## src/rtl/countdown_timer_ml_pkg.sv

```systemverilog
// countdown_timer_ml_pkg: shared state encoding, width helpers and default start table
package countdown_timer_ml_pkg;

  typedef enum logic [1:0] {ST_IDLE, ST_RUN, ST_PAUSED, ST_EXPIRED} state_e;

  function automatic int cnt_w(input int max_ms);
    return $clog2(max_ms + 1);
  endfunction

  function automatic int level_w(input int n_levels);
    return (n_levels > 1) ? $clog2(n_levels) : 1;
  endfunction

  localparam logic [4*11-1:0] DEF_START_TABLE = {11'd250, 11'd500, 11'd1000, 11'd1000};

endpackage

```

## src/rtl/countdown_timer_ml_tick.sv

```systemverilog
// ms_tick_gen: free-running prescaler producing a one-cycle tick every CLKS_PER_MS enabled cycles
module ms_tick_gen #(
  parameter int CLKS_PER_MS = 50000
) (
  input  logic clk,
  input  logic rst_n,
  input  logic en,
  input  logic sync_clr,
  output logic tick
);
  localparam int PW = (CLKS_PER_MS > 1) ? $clog2(CLKS_PER_MS) : 1;
  localparam logic [PW-1:0] LAST = PW'(CLKS_PER_MS - 1);

  logic [PW-1:0] cnt_q, cnt_d;

  assign tick = en & (cnt_q == LAST);

  // Count only while enabled so a pause resumes mid-ms; clear restarts the ms
  always_comb cnt_d = sync_clr ? '0 : (en ? (tick ? '0 : cnt_q + 1'b1) : cnt_q);

  // Prescaler register
  always_ff @(posedge clk or negedge rst_n)
    if (!rst_n) cnt_q <= '0;
    else cnt_q <= cnt_d;

endmodule

```

## src/rtl/countdown_timer_ml.sv

```systemverilog
// countdown_timer_ml: multi-level ms countdown with pause, clear, saturating bonus and expiry flags
module countdown_timer_ml
  import countdown_timer_ml_pkg::*;
#(
  parameter int MAX_MS      = 2047,
  parameter int CLKS_PER_MS = 50000,
  parameter int N_LEVELS    = 4,
  parameter logic [N_LEVELS*cnt_w(MAX_MS)-1:0] START_TABLE = DEF_START_TABLE,
  parameter int BONUS_W     = 8
) (
  input  logic                           clk,
  input  logic                           rst_n,
  input  logic [level_w(N_LEVELS)-1:0]   level,
  input  logic                           start,
  input  logic                           pause,
  input  logic                           clear,
  input  logic                           bonus_valid,
  input  logic [BONUS_W-1:0]             bonus_ms,
  output logic [cnt_w(MAX_MS)-1:0]       timer_value,
  output logic                           running,
  output logic                           expired,
  output logic                           time_up
);
  localparam int CNT_W   = cnt_w(MAX_MS);
  localparam int LEVEL_W = level_w(N_LEVELS);
  localparam int SW      = ((CNT_W > BONUS_W) ? CNT_W : BONUS_W) + 1;
  localparam logic [SW-1:0] MAX_SW = SW'(MAX_MS);

  state_e            state_q, state_d;
  logic [CNT_W-1:0]  cnt_q, cnt_d;
  logic              expired_q, expired_d;
  logic [CNT_W-1:0]  lut [2**LEVEL_W];
  logic [CNT_W-1:0]  start_val, sat_cnt;
  logic [SW-1:0]     sum;
  logic              active, sync_clr, en, tick, bonus_hit;

  // Unused level codes fall back to level 0
  for (genvar i = 0; i < 2**LEVEL_W; i++) begin : g_lut
    if (i < N_LEVELS) begin : g_in
      assign lut[i] = START_TABLE[i*CNT_W +: CNT_W];
    end else begin : g_out
      assign lut[i] = START_TABLE[CNT_W-1:0];
    end
  end

  for (genvar i = 0; i < N_LEVELS; i++) begin : g_chk
    if (int'(START_TABLE[i*CNT_W +: CNT_W]) == 0 || int'(START_TABLE[i*CNT_W +: CNT_W]) > MAX_MS) begin : g_bad
      $error("countdown_timer_ml: START_TABLE entry %0d is zero or exceeds MAX_MS", i);
    end
  end

  assign start_val = lut[level];
  assign active    = (state_q == ST_RUN) || (state_q == ST_PAUSED);
  assign sync_clr  = start | clear;
  assign en        = active & ~pause & ~sync_clr;
  assign bonus_hit = active & bonus_valid;
  assign sum       = SW'(cnt_q) + (bonus_hit ? SW'(bonus_ms) : '0) - SW'(tick);
  assign sat_cnt   = (sum > MAX_SW) ? CNT_W'(MAX_SW) : sum[CNT_W-1:0];

  ms_tick_gen #(.CLKS_PER_MS(CLKS_PER_MS)) u_tick (
    .clk      (clk),
    .rst_n    (rst_n),
    .en       (en),
    .sync_clr (sync_clr),
    .tick     (tick)
  );

  // Next state and count: clear beats start beats bonus/tick; expiry only on a tick landing on 0
  always_comb begin
    state_d   = state_q;
    cnt_d     = cnt_q;
    expired_d = 1'b0;
    if (clear) begin
      state_d = ST_IDLE;
      cnt_d   = start_val;
    end else if (start) begin
      state_d = ST_RUN;
      cnt_d   = start_val;
    end else if (state_q == ST_IDLE) begin
      cnt_d = start_val;
    end else if (state_q == ST_EXPIRED) begin
      cnt_d = '0;
    end else begin
      cnt_d     = (tick | bonus_hit) ? sat_cnt : cnt_q;
      expired_d = tick & (sat_cnt == '0);
      state_d   = expired_d ? ST_EXPIRED : (pause ? ST_PAUSED : ST_RUN);
    end
  end

  // State, count and expiry pulse registers
  always_ff @(posedge clk or negedge rst_n)
    if (!rst_n) begin
      state_q   <= ST_IDLE;
      cnt_q     <= '0;
      expired_q <= 1'b0;
    end else begin
      state_q   <= state_d;
      cnt_q     <= cnt_d;
      expired_q <= expired_d;
    end

  assign timer_value = cnt_q;
  assign running     = (state_q == ST_RUN);
  assign expired     = expired_q;
  assign time_up     = (state_q == ST_EXPIRED);

endmodule
```

## config.mk

```make
export PLATFORM = sky130hd
export DESIGN_NAME = countdown_timer_ml
export DESIGN_NICKNAME = d
export VERILOG_FILES = /design/src/rtl/countdown_timer_ml_pkg.sv /design/src/rtl/countdown_timer_ml_tick.sv /design/src/rtl/countdown_timer_ml.sv
export SDC_FILE = /design/constraint.sdc
export NUM_CORES = 1
export LEC_CHECK = 0
export ABC_AREA = 1
export CAP_MARGIN = 20
export CORE_UTILIZATION = 63
export CTS_BUF_LIST = sky130_fd_sc_hd__clkbuf_8
export CTS_CLUSTER_SIZE = 28
export DETAILED_ROUTE_END_ITERATION = 8
export PLACE_DENSITY = 0.89
export RECOVER_POWER = 50
export SLEW_MARGIN = 30
export SYNTH_ARGS = -nofsm -noshare
export SYNTH_HDL_FRONTEND = slang
export SYNTH_SLANG_ARGS = --single-unit
```

## constraint.sdc

```tcl
create_clock -name clk -period 7.33 [get_ports clk]
set_input_delay 1.466 -clock clk [delete_from_list [all_inputs] [get_ports clk]]
set_output_delay 1.466 -clock clk [all_outputs]
set_load 0.05 [all_outputs]
```

# == Word level (Yosys, flattened, before mapping) ==
# Index checks and enable logic that the tools add are counted.
# word_totals
inputBits,16
output_inout_bits,14
elab_cells,54
reg_bits,30
# classes
n_eq_ne,6
reduce_logical,6
n_mux,23
magnitude_cmp,2
addsub,3
n_bitwise,10
# ops
cell,n
two-way mux 11 bit,8
two-way mux 16 bit,3
binary-select mux 11 bit (select 2 bit),1
adder 16 x 1 -> 16 bit (second input constant),1
equality test 16 bit (second input constant),1
adder 11 x 8 -> 12 bit,1
> comparator 12 x 11 -> 1 bit (second input constant),1
two-way mux 2 bit,6
subtractor 12 x 1 -> 12 bit,1
zero test 11 bit,1
two-way mux 8 bit,1
!= test 3 bit (second input constant),2
AND 1 bit,5
nonzero test 5 bit,1
equality test 2 bit (second input constant),2
two-way mux 1 bit,4
greater-or-equal comparator 3 bit (second input constant),1
NOT 2 -> 3 bit,1
equality test 2 x 1 -> 1 bit (second input constant),1
zero test 2 bit,1
NOT 1 bit,2
bitwise OR 1 bit,2
AND reduction 2 bit,1
nonzero test 2 bit,1
logical OR 1 bit,1

# == Longest topological paths before layout ==
# logic_depth
depth_word,15
depth_mapped,22
mapped_depth_nobuf,22

# == Cells and area by module ==
# Synthesis repeated with hierarchy kept, for this count alone.
# hier_totals
cells_unflattened,426
area_unflattened_um2,2839.0
# modules_own_cells
module,seq_area_each_um2,n_inst,cells_per_inst,area_each_um2
countdown_timer_ml,350.3,1,276,1750.4
ms_tick_gen,400.4,1,150,1088.5

# == Worst setup path before layout ==
# Ideal clock, no wire load.
# synth_timing
path_type,input to register
from,input clear
to,register state_q[1]
stages,21
setup_slack_ps,3514
setup_time_ps,66
path_buffers,0
arrival_ps,3750
required_time_ps,7264
cell_sequence,inv_1 nand2_1 nor2_4 nand2_1 nor4_1 ha_1 inv_1 ha_1 inv_1 fa_1 inv_1 nand3_1 nand2_1 nand2_1 nand2_1 nand2_1 nand2_1 nand3_1 nor2_1 nand4_1 nand2_1
# synth_between
elab_chain_len,14
elab_cells_between_ends,17
cone_classes,add/sub: 1; order compare: 1; eq/ne: 2; mux: 6; bitwise: 5; reduce/logical: 2
# synth_rtl
element,line,rtl
start: declaration,countdown_timer_ml.sv:16,"input logic clear,"
bitwise OR 1 bit,countdown_timer_ml.sv:54,assign sync_clr = start | clear;
NOT 1 bit,countdown_timer_ml.sv:55,assign en = active & ~pause & ~sync_clr;
AND 1 bit,countdown_timer_ml.sv:55,
AND 1 bit,countdown_timer_ml_tick.sv:16,assign tick = en & (cnt_q == LAST);
subtractor 12 x 1 -> 12 bit,countdown_timer_ml.sv:57,assign sum = SW'(cnt_q) + (bonus_hit ? SW'(bonus_ms) : '0) - SW'(tick);
> comparator 12 x 11 -> 1 bit,countdown_timer_ml.sv:58,assign sat_cnt = (sum > MAX_SW) ? CNT_W'(MAX_SW) : sum[CNT_W-1:0];
two-way mux 11 bit,countdown_timer_ml.sv:58,
zero test 11 bit,countdown_timer_ml.sv:85,expired_d = tick & (sat_cnt == '0);
AND 1 bit,countdown_timer_ml.sv:85,
two-way mux 2 bit,countdown_timer_ml.sv:86,state_d = expired_d ? ST_EXPIRED : (pause ? ST_PAUSED : ST_RUN);
two-way mux 2 bit,countdown_timer_ml.sv:81,end else if (state_q == ST_EXPIRED) begin
two-way mux 2 bit,countdown_timer_ml.sv:79,end else if (state_q == ST_IDLE) begin
two-way mux 2 bit,countdown_timer_ml.sv:76,end else if (start) begin
two-way mux 2 bit,countdown_timer_ml.sv:73,if (clear) begin
end signal: assignment,countdown_timer_ml.sv:97,state_q <= state_d;
end: declaration,countdown_timer_ml.sv:29,"state_e state_q, state_d;"
# Parallel ways exist; a longest one is shown, timed or not. The select of a mux whose other input is x is not followed.
# A chain may end at the register's enable or synchronous reset.

# == Final worst setup path ==
# layout_timing
from,input start
to,"register expired_q, in the netlist expired"
# layout_between
elab_chain_len,13
# layout_rtl
element,line,rtl
start: declaration,countdown_timer_ml.sv:14,"input logic start,"
bitwise OR 1 bit,countdown_timer_ml.sv:54,
NOT 1 bit,countdown_timer_ml.sv:55,
AND 1 bit,countdown_timer_ml.sv:55,
AND 1 bit,countdown_timer_ml_tick.sv:16,
subtractor 12 x 1 -> 12 bit,countdown_timer_ml.sv:57,
> comparator 12 x 11 -> 1 bit,countdown_timer_ml.sv:58,
two-way mux 11 bit,countdown_timer_ml.sv:58,
zero test 11 bit,countdown_timer_ml.sv:85,
AND 1 bit,countdown_timer_ml.sv:85,
two-way mux 1 bit,countdown_timer_ml.sv:81,
two-way mux 1 bit,countdown_timer_ml.sv:79,
two-way mux 1 bit (*),countdown_timer_ml.sv:76,
two-way mux 1 bit (*),countdown_timer_ml.sv:73,
named net expired_d,countdown_timer_ml.sv:31,"logic expired_q, expired_d;"
end signal: assignment,countdown_timer_ml.sv:99,expired_q <= expired_d;
end: declaration,countdown_timer_ml.sv:31,
# Mark *: on every way through the listed nets, which the timed path passes. The rest lies on a longest branch.

==> run_results.csv <==
group,metric,value,unit
yosys,ys_warn_count,0,
grt,grt-ovfl-total,0,
min_path,hp-class,"flop to flop",
die,dieArea,4430,µm²
sta,layout_setup_ws,2.88,ns
detailed_routing,dr.pass1.iters,4,
die,start_util,65.6,%
clock_network,numCtsBuffers,5,
setup_path,crit_type,"primary input to flop",
sta,worst_pin_slew,1.65,ns
min_path,min_to,"u_tick.cnt_q[0]",
layout,drive_gt1_share,6.49,%
clock_network,holdBufCountCts,0,
setup_path,r2r_cells,22,
sta,fmax,225,MHz
die,dieWidth,66.6,µm
placement,dpl.hpwl,5120,µm
sta,maxSlewHeadroom,-9.88,%
clock_network,cts_max_path_buffers,2,
grt,grt_pass1_wl,10800,µm
min_path,hold_path_startpoint,"u_tick.cnt_q[0]",
clock_network,root_buffer,"clkbuf_8",
layout,fillCellCount,323,
clock_network,cts_resized,0,
grt,grt_usage,32.4,%
grt,grt_max_degree,31,
setup_path,reg2reg_slack,3.88,ns
yosys,syn_nets,421,
clock_network,clkTransAtPathRegs,0.07,ns
layout,num_antenna_cells,0,
die,core_area,4000,µm²
clock_network,cts_tree,"done",
run_status,failed_checks,"max-capacitance violations, max-slew violations",
setup_path,crit_path_max_fanout,4,
layout,nNetsFinal,455,
detailed_routing,wl,6510,µm
placement,portBuffers,29,
sta,hold_viol,0,
sta,clock-skew-final,0.00863,ns
clock_network,clock_latency,0.28,ns
pwr,ir_worst_vdd,0.000120,V
sta,fin_crit_sh,60.7,%
sta,rsz0062_at_grt,"false",
detailed_routing,ant_nets,0,
die,fp.dieH,66.6,µm
placement,gp_congestion,0.948,
setup_path,required,7.55,ns
layout,fin_util,75.7,%
detailed_routing,drc_errors,0,
yosys,syn-instance-count,381,
placement,place_ws,2.71,ns
layout,syn_to_final_growth,15.3,%
setup_path,end_kind,"flop",
yosys,synth_seq_cells,30,
yosys,netlist_area,2630,µm²
setup_path,r2r-end,"expired",
clock_network,h-tree-depth,2,
pwr,power.leakage,1.53,nW
sta,period_needed,4.45,ns
run_status,status,"complete, but fails checks",
setup_path,startpoint_type,"primary input",
clock_network,post_cts_buffers,0,
setup_path,cp_data_arrival_time,4.67,ns
pwr,power_density,192,nW/µm²
yosys,avgSynthCellArea,6.89,µm²
sta,slew_violations,31,
setup_path,reg2reg_from,"state_q[1]",
die,ioPinCount,30,
yosys,ys_seq_area_share,28.6,%
min_path,holdPathStages,1,
detailed_routing,routedWlPerCell,14.0,µm
detailed_routing,drt-vias-per-instance,5.65,
grt,grt_antenna_before_repair,0,
yosys,ys_types,38,
sta,fin_tns_setup,0,ns
die,row_count,23,
grt,grt_pass1_vias,2436,
clock_network,clkSinkCount,30,
flow_run,maxCapViolations,1,
detailed_routing,drt_iter0_markers,231,
sta,setup_viol,0,
detailed_routing,routed-via-count,2635,
-- per-stage QoR --
stage                     std cells  hold WS, ns  total power [mW]  instance area, µm²
after detailed placement        458        0.546             0.441                2970
after CTS                       466        0.562             0.581                3060
after global routing            466        0.582             0.623                3030
after floorplan                 381        0.487             0.373                2630
final                           466        0.561             0.583                3030
after global placement          458        0.512             0.434                2970
-- per-layer routing --
layer / up-vias / track usage [%] / wire length, µm
met5: - / 0 / 0
met4: 0 / 10.1 / 136
met3: 17 / 5.65 / 425
met1: 1218 / 42.9 / 2890
met2: 110 / 53.2 / 3060
li1: 1290 / - / -
-- layout by cell type, fill, tap and decap left out, drive strengths merged, types with 2 or more instances in the layout --
master         synthesis  final
a21oi                 14     14
xor2                   4      4
nand4                  9      9
nand3b                 6      6
or2                    2      2
clkdlybuf4s50          0     27
nor2                  42     42
a21o                   2      2
xnor2                  3      3
o22ai                  6      6
o221ai                 2      2
nand2                102    102
dlygate4sd3            0      2
nand3                 27     27
o211ai                 2      2
nor3                   3      3
o21ai                 18     18
o21a                   2      2
inv                   75     75
clkbuf                 1      7
ha                    23     23
dfrtp                 30     30
-- sequential cells by signal (all words and copies together) (netlist names) --
signal	count
u_tick.cnt_q	16
timer_value	11
state_q	2
expired	1
-- worst max-delay path: stages --
cell,delay (ns)
dlygate4sd3_1,0.55
inv_1,0.06
nand2_1,0.08
nor2_1,0.18
nand2_1,0.09
nor4_1,0.25
ha_1,0.29
inv_1,0.06
ha_1,0.17
inv_1,0.07
fa_1,0.41
inv_1,0.09
nand3_1,0.09
nand2_1,0.12
nand2_1,0.06
nand2_1,0.05
inv_1,0.04
nor2_1,0.11
nand4_1,0.09
nor2_1,0.11
nand4_1,0.12
inv_1,0.10
-- cell type report --
| cell class | count | area (µm²) | area share (%) |
|---|---|---|---|
| well taps | 50 | 62.6 | 2.07 |
| repair buffers | 30 | 294 | 9.71 |
| multi-input cells | 273 | 1540 | 51.0 |
| flip-flops and latches | 30 | 751 | 24.8 |
| inverters | 75 | 282 | 9.30 |
| clock inverters | 2 | 12.5 | 0.413 |
| clock buffers | 6 | 82.6 | 2.73 |
-- how the worst max path moves through the flow --
| stage | startpoint | end | slack (ns) | depth (start not counted) |
|---|---|---|---|---|
| after global routing | start | state_q[1] | 2.57 | 22 |
| after floorplan | clear | state_q[1] | 3.51 | 21 |
| after global placement | pause | state_q[1] | 2.86 | 22 |
| final | start | expired | 2.88 | 22 |
| after detailed placement | pause | expired | 2.71 | 22 |
| after CTS | pause | state_q[1] | 2.99 | 22 |
-- kinds of logic after synthesis --
logic type      share of synthesized area (%)
simple gates                             34.7
buf+inv                                  11.4
compound gates                           11.2
flops                                    28.6
fa+ha+maj                                11.7
xor+xnor                                 2.34
-- cells in the mapped netlist --
master,instances,area share (%)
fa_1,1,0.76
inv_1,73,10
a22oi_1,1,0.29
xor2_1,4,1.3
nand4_2,3,1.4
a21oi_1,14,2.7
buf_6,1,0.43
nand4_1,5,1.2
ha_1,23,11
nor2_2,7,1.7
nor4_1,1,0.24
buf_1,1,0.14
nand3_2,1,0.38
nor3_1,3,0.57
nand2_2,3,0.72
or2_1,1,0.24
o211ai_1,2,0.57
or2_2,1,0.24
o21ai_1,3,0.57
inv_2,2,0.29
nor2_4,2,0.86
nand4_4,1,0.81
o21ai_0,15,2.9
nand2_4,3,1.3
nand2_1,96,14
o21a_1,2,0.57
nand3b_1,6,1.7
o22ai_1,6,1.4
o21bai_1,1,0.29
clkbuf_1,1,0.14
a22o_1,1,0.33
nand3_1,26,5.0
dfrtp_1,30,29
nor2_1,33,4.7
a21o_1,2,0.57
o221ai_1,2,0.67
a32oi_1,1,0.33
xnor2_1,3,1.0
-- report_power, final --
| group | leakage (nW) | switching [mW] | internal, mW |
|---|---|---|---|
| logic | 1.10 | 0.171 | 0.0936 |
| registers | 0.388 | 0.00600 | 0.172 |
| clock network | 0.0472 | 0.0641 | 0.0754 |
| total | 1.53 | 0.241 | 0.341 |
No activity file was read; power rests on OpenSTA's default activity.
